## src/rtl/reg_file_slave.sv

```systemverilog
// reg_file_slave: register-bank responder for the reg_if protocol.
// Independent write and read channels, each with one outstanding transaction.
module reg_file_slave #(
  parameter int unsigned            ADDR_WIDTH  = 5,
  parameter int unsigned            DATA_WIDTH  = 32,
  parameter int unsigned            NUM_REGS    = 32,
  parameter logic [DATA_WIDTH-1:0]  RESET_VALUE = '0,
  parameter logic [NUM_REGS-1:0]    RO_MASK     = '0
) (
  input  logic                           clk,
  input  logic                           rst_n,
  input  logic [ADDR_WIDTH-1:0]          waddr,
  input  logic [DATA_WIDTH-1:0]          wdata,
  input  logic                           wvalid,
  output logic                           wready,
  input  logic                           bready,
  output logic [DATA_WIDTH-1:0]          bdata,
  output logic                           bvalid,
  input  logic [ADDR_WIDTH-1:0]          raddr,
  input  logic                           arvalid,
  output logic                           aready,
  output logic [DATA_WIDTH-1:0]          rdata,
  output logic                           rvalid,
  input  logic                           rready,
  output logic [NUM_REGS*DATA_WIDTH-1:0] regs_o
);

  typedef enum logic { W_IDLE, W_RESP } wstate_t;
  typedef enum logic { R_IDLE, R_RESP } rstate_t;

  wstate_t               wstate_q;
  rstate_t               rstate_q;
  logic                  wready_q, bvalid_q, aready_q, rvalid_q;
  logic [DATA_WIDTH-1:0] bdata_q, rdata_q;
  logic [DATA_WIDTH-1:0] regs_q [NUM_REGS];

  logic                  w_hs;
  logic                  w_hit, w_ro;
  logic [DATA_WIDTH-1:0] w_cur, w_post_d, r_cur_d;

  assign w_hs = wvalid & wready_q;

  // Address decode: an address matching no implemented register is unmapped and reads as zero.
  always_comb begin
    w_hit   = 1'b0;
    w_ro    = 1'b0;
    w_cur   = '0;
    r_cur_d = '0;
    for (int unsigned i = 0; i < NUM_REGS; i++) begin
      if (waddr == ADDR_WIDTH'(i)) begin
        w_hit = 1'b1;
        w_ro  = RO_MASK[i];
        w_cur = regs_q[i];
      end
      if (raddr == ADDR_WIDTH'(i)) begin
        r_cur_d = regs_q[i];
      end
    end
    w_post_d = w_hit ? (w_ro ? w_cur : wdata) : '0;
  end

  // Register storage; reads sample regs_q before this update, giving read-before-write.
  always_ff @(posedge clk or negedge rst_n) begin
    if (!rst_n) begin
      for (int unsigned i = 0; i < NUM_REGS; i++) regs_q[i] <= RESET_VALUE;
    end else if (w_hs) begin
      for (int unsigned i = 0; i < NUM_REGS; i++) begin
        if (waddr == ADDR_WIDTH'(i) && !RO_MASK[i]) regs_q[i] <= wdata;
      end
    end
  end

  // Write channel FSM with registered handshake and response outputs.
  always_ff @(posedge clk or negedge rst_n) begin
    if (!rst_n) begin
      wstate_q <= W_IDLE;
      wready_q <= 1'b1;
      bvalid_q <= 1'b0;
      bdata_q  <= '0;
    end else begin
      case (wstate_q)
        W_IDLE: if (wvalid) begin
          wstate_q <= W_RESP;
          wready_q <= 1'b0;
          bvalid_q <= 1'b1;
          bdata_q  <= w_post_d;
        end
        W_RESP: if (bready) begin
          wstate_q <= W_IDLE;
          wready_q <= 1'b1;
          bvalid_q <= 1'b0;
        end
        default: begin
          wstate_q <= W_IDLE;
          wready_q <= 1'b1;
          bvalid_q <= 1'b0;
        end
      endcase
    end
  end

  // Read channel FSM with registered handshake and data outputs.
  always_ff @(posedge clk or negedge rst_n) begin
    if (!rst_n) begin
      rstate_q <= R_IDLE;
      aready_q <= 1'b1;
      rvalid_q <= 1'b0;
      rdata_q  <= '0;
    end else begin
      case (rstate_q)
        R_IDLE: if (arvalid) begin
          rstate_q <= R_RESP;
          aready_q <= 1'b0;
          rvalid_q <= 1'b1;
          rdata_q  <= r_cur_d;
        end
        R_RESP: if (rready) begin
          rstate_q <= R_IDLE;
          aready_q <= 1'b1;
          rvalid_q <= 1'b0;
        end
        default: begin
          rstate_q <= R_IDLE;
          aready_q <= 1'b1;
          rvalid_q <= 1'b0;
        end
      endcase
    end
  end

  // Flatten the register array for export.
  always_comb begin
    regs_o = '0;
    for (int unsigned i = 0; i < NUM_REGS; i++) begin
      regs_o[i*DATA_WIDTH +: DATA_WIDTH] = regs_q[i];
    end
  end

  assign wready = wready_q;
  assign bvalid = bvalid_q;
  assign bdata  = bdata_q;
  assign aready = aready_q;
  assign rvalid = rvalid_q;
  assign rdata  = rdata_q;

endmodule
```

## config.mk

```make
export PLATFORM = sky130hd
export DESIGN_NAME = reg_file_slave
export DESIGN_NICKNAME = d
export VERILOG_FILES = /design/src/rtl/reg_file_slave.sv
export SDC_FILE = /design/constraint.sdc
export NUM_CORES = 1
export LEC_CHECK = 0
export CAP_MARGIN = 15
export CORE_AREA = 4 4 447 449
export CTS_BUF_LIST = sky130_fd_sc_hd__clkbuf_8 sky130_fd_sc_hd__clkbuf_16
export DETAILED_ROUTE_END_ITERATION = 6
export DIE_AREA = 0 0 451 453
export HOLD_SLACK_MARGIN = 0.08
export PLACE_DENSITY = 0.59
export SLEW_MARGIN = 0
export SYNTH_ARGS = -nofsm -noshare
export SYNTH_HDL_FRONTEND = slang
export SYNTH_SLANG_ARGS = --single-unit
```

## constraint.sdc

```tcl
create_clock -name clk -period 1.85 [get_ports clk]
set_input_delay 0.37 -clock clk [delete_from_list [all_inputs] [get_ports clk]]
set_output_delay 0.37 -clock clk [all_outputs]
set_load 0.05 [all_outputs]
```

==> results_tabular.tex <==
\begin{tabular}{lr}
\hline
Metric & Value \\
\hline
\multicolumn{2}{l}{\textbf{Outcome}} \\
\quad Result of the run & finished, violations left \\
\quad Violations in the final reports & negative setup slack \\
\multicolumn{2}{l}{\textbf{Timing}} \\
\quad Remaining max-slew budget at the tightest pin & 21.2\% \\
\quad Worst-Margin Slew & 1.18 ns \\
\quad Upper clock frequency limit & 470 MHz \\
\quad Final worst path period need & 2.13 ns \\
\quad Final period utilization & 115\% \\
\quad Final setup violation count & 1,293 \\
\quad Worst clock skew on the final layout & 0.0244 ns \\
\quad Worst hold slack after final layout & a little over 0.2 ns \\
\quad Setup repair after global routing missed its margin & true \\
\quad Number of hold violations in the final report & 0 \\
\quad Setup TNS & -184.18 ns \\
\quad Final-report max-slew violation count & 0 \\
\quad Least setup slack across all paths after layout & -0.278 ns \\
\multicolumn{2}{l}{\textbf{Finish}} \\
\quad Number of nets in the finished design & 5,715 \\
\quad Area growth from synthesis to layout & 57.7\% \\
\quad Post-Layout Cell Count & 8,423 \\
\quad Final cell area excluding filler cells & 0.0782 mm\^{}2 \\
\quad Count of fill cells added during filler insertion & around 19,000 \\
\quad Layout cells sized above 1 & 59.9\% \\
\multicolumn{2}{l}{\textbf{Power and ir drop}} \\
\quad Power consumption & between 100 and 150 mW \\
\quad Static Leakage & around 37 nW \\
\quad Worst IR Drop VDD & roughly 0.0008 V \\
\quad Pwr per Cell Area & around 1300 mW/mm\^{}2 \\
\multicolumn{2}{l}{\textbf{Synth}} \\
\quad Synth area leader & sky130\_fd\_sc\_hd\_\_dfrtp\_1 \\
\quad Avg Synthesized Cell Area & 12.8 um\^{}2 \\
\quad Unique cell type count in the Yosys netlist & slightly above 80 \\
\quad Yosys warnings & 0 \\
\quad Net count of the mapped netlist & 3,919 \\
\quad Cell count after synthesis & 3,871 \\
\quad Commonest cells post-synth & sky130\_fd\_sc\_hd\_\_dfrtp\_1 (1,092), sky130\_fd\_sc\_hd\_\_mux2\_2 (1,067), sky130\_fd\_sc\_hd\_\_clkbuf\_1 (222) \\
\quad Main area contributors after synthesis & sky130\_fd\_sc\_hd\_\_dfrtp\_1 (55\%), sky130\_fd\_sc\_hd\_\_mux2\_2 (24\%), sky130\_fd\_sc\_hd\_\_a21oi\_1 (1.9\%), sky130\_fd\_sc\_hd\_\_clkbuf\_1 (1.7\%), sky130\_fd\_sc\_hd\_\_o21ai\_0 (1.6\%) \\
\quad Part of the Yosys area used for sequential elements & between 50\% and 60\% \\
\quad Count of flip-flops with a built-in enable after synthesis & 0 \\
\quad Synthesized cell area & 0.0496 mm\^{}2 \\
\quad Asr flop ratio synth & 100\% \\
\quad Count leader, synth & sky130\_fd\_sc\_hd\_\_dfrtp\_1 \\
\quad Most used flip-flop cell after synthesis & sky130\_fd\_sc\_hd\_\_dfrtp\_1 \\
\quad Portion of synthesized cell area occupied by the leading cell type & 55.1\% \\
\quad Flip-flop and latch count after synthesis & 1,094 \\
\multicolumn{2}{l}{\textbf{Floorplanning}} \\
\quad Overall die area & 0.204 mm\^{}2 \\
\quad Total I/O pin count & 1,140 \\
\quad Initial core utilization & 25.3\% \\
\quad Standard cell core area & 0.196 mm\^{}2 \\
\quad Count of standard-cell rows & about 160 \\
\quad Width of the chip & about 450 um \\
\quad Die outline height & 453 um \\
\multicolumn{2}{l}{\textbf{Routing}} \\
\quad Number of detailed-routing iterations run before antenna repair & 7 \\
\quad Routed vias/inst & 5.43 \\
\quad Number of DRC violations after detailed-routing iteration 0 & 4,848 \\
\quad Final routed wirelength across all metal layers & 345,000 um \\
\quad Routed wirelength normalized by instance count & 40.9 um \\
\quad Post-route ant nets & 0 \\
\quad DRC violations left & 0 \\
\quad Vias after detailed routing & 45,700 \\
\multicolumn{2}{l}{\textbf{Worst hold path}} \\
\quad Number of cells on the worst hold path & 2 \\
\quad End point of the worst hold path & wstate\_q \\
\quad Startpoint of the tightest hold check path & bready \\
\quad Hold WC Path Type & in -> reg \\
\multicolumn{2}{l}{\textbf{GRT}} \\
\quad First-pass GRT wire length & 431,000 um \\
\quad Global route overflow & 0 \\
\quad Vias in the first global route & roughly 44,000 \\
\quad Pin count of the biggest net entering global routing & 66 \\
\quad Antenna violations before repair & 18 \\
\quad Total global routing track utilization & 31.2\% \\
\multicolumn{2}{l}{\textbf{Clock tree}} \\
\quad Clock slew at the register clock pins of the worst setup and hold paths & about 0.060 ns \\
\quad Clock latency of the later-clocked register in the worst-skew pair & 0.82 ns \\
\quad Clk sinks & 1,094 \\
\quad CTS buffer count & 136 \\
\quad Deepest clock path buffer count & 3 \\
\quad Clk Tree Root Cell & sky130\_fd\_sc\_hd\_\_clkbuf\_16 \\
\quad H-tree levels & 4 \\
\quad Clock tree from TritonCTS & done \\
\multicolumn{2}{l}{\textbf{Placement}} \\
\quad Buffers on Ports & 1,139 \\
\quad Placed instance area & just over 0.07 mm\^{}2 \\
\quad HPWL after detailed placement & 260,000 um \\
\quad Count of placed standard cells including taps & 8,084 \\
\quad Weighted congestion reported at the end of routability-driven placement & 0.968 \\
\multicolumn{2}{l}{\textbf{Critical path}} \\
\quad Kind of critical path & in -> reg \\
\quad Data required time at the worst endpoint & 2.55 ns \\
\quad Launch instance of the worst register-to-register path & wready \\
\quad Worst Setup End Kind & flop \\
\quad Depth of the most critical reg-to-reg path & 6 \\
\quad CP startpoint kind & primary input \\
\quad Critical Path Source & raddr[1] \\
\quad Worst-path maximum fanout & 14 \\
\quad Arrival time at the worst endpoint & about 2.8 ns \\
\quad Worst reg-to-reg setup slack & -0.27 ns \\
\quad Worst reg2reg path endpoint & regs\_o[642] \\
\multicolumn{2}{l}{\textbf{Job}} \\
\quad Total of max-cap violations & 0 \\
\hline
\end{tabular}
layout make-up:
type | count | area (um^2) | area share [%]
sequential | 1094 | 27400 | 35.0
clock inverter | 84 | 853 | 1.09
timing repair buffer | 2016 | 20300 | 25.9
antenna | 11 | 27.5 | 0.0352
tap | 2640 | 3300 | 4.23
multi-input combinational | 2408 | 22500 | 28.8
inverter | 11 | 43.8 | 0.0560
clock buffer | 159 | 3760 | 4.82
registers in the layout (all words and copies together) (netlist names):
| signal | count |
|---|---|
| rvalid | 1 |
| wready | 1 |
| rstate_q | 1 |
| aready | 1 |
| wstate_q | 1 |
| bdata | 32 |
| regs_o | 1024 |
| rdata | 32 |
| bvalid | 1 |
stage by stage:
stage	utilization (%)	setup slack [ns]
after floorplan	-	-0.113
after global placement	36.0	-1.54
after detailed placement	36.0	-1.55
after CTS	38.9	-0.252
after global routing	39.8	-0.301
final	39.8	-0.278
cells by family (layout without fill, tap and decap cells):
group / Yosys count / in the layout / synth area share, %
AOI/OAI and AO/OA: 800 / 800 / 10.5
buffers and inverters: 369 / 2270 / 3.26
DFF: 1094 / 1094 / 55.2
muxes: 1143 / 1143 / 26.4
other: 0 / 11 / 0
and+or+nand+nor: 465 / 465 / 4.58
cell usage in the layout (no fill, tap or decap), types with 28 or more instances in the layout:
master / Yosys / routed
sky130_fd_sc_hd__nand2_1: 183 / 160
sky130_fd_sc_hd__buf_12: 0 / 338
sky130_fd_sc_hd__clkdlybuf4s50_1: 0 / 36
sky130_fd_sc_hd__nor2_4: 4 / 35
sky130_fd_sc_hd__mux2_4: 0 / 271
sky130_fd_sc_hd__o21ai_0: 163 / 154
sky130_fd_sc_hd__a21oi_1: 186 / 180
sky130_fd_sc_hd__o221ai_1: 29 / 28
sky130_fd_sc_hd__o22ai_1: 123 / 115
sky130_fd_sc_hd__inv_1: 8 / 34
sky130_fd_sc_hd__mux2i_1: 39 / 39
sky130_fd_sc_hd__dfrtp_1: 1092 / 1087
sky130_fd_sc_hd__buf_4: 16 / 1564
sky130_fd_sc_hd__a22oi_1: 94 / 91
sky130_fd_sc_hd__clkbuf_16: 0 / 168
sky130_fd_sc_hd__nor2_1: 111 / 80
sky130_fd_sc_hd__mux2_2: 1067 / 808
timing repair:
action	in CTS	in global routing
buffers inserted	26	22
endpoints found under the setup margin	1819	1677
gates cloned	4	33
resized for setup	148	203
hold endpoints to repair	1084	0
pin swaps	25	31
hold buffers	2	0
critical path, cell delays in order:
cell                       delay, ns
sky130_fd_sc_hd__buf_8          0.21
sky130_fd_sc_hd__buf_6          0.24
sky130_fd_sc_hd__buf_4          0.28
sky130_fd_sc_hd__mux2_2         0.37
sky130_fd_sc_hd__a222oi_1       0.60
sky130_fd_sc_hd__o21ai_1        0.14
sky130_fd_sc_hd__a211oi_2       0.33
sky130_fd_sc_hd__o21ai_1        0.10
sky130_fd_sc_hd__o211a_1        0.12
report_power, final:
group          total, mW  switching [mW]  leakage, nW  internal (mW)
clock               28.1            11.5         2.37           16.6
combinational       39.5            26.2         20.4           13.3
sequential          33.5            5.26         14.5           28.3
worst max path at each step:
stage,end,slack [ns],cells after the start
2_1_floorplan,regs_o[165],-0.11,6
4_1_cts,regs_o[803],-0.25,5
5_1_grt,regs_o[333],-0.30,8
3_5_place_dp,rdata[12],-1.55,11
6_report,rdata[29],-0.28,9
3_3_place_gp,rdata[12],-1.54,11
layer usage:
metal  part of all wire (%)  GRT usage [%]
met2                     45           48.6
met1                     38           38.2
met5                  0.010              0
met4                    7.8           18.1
met3                    9.4           9.58
Note: power is estimated with default switching activity, not from simulation.
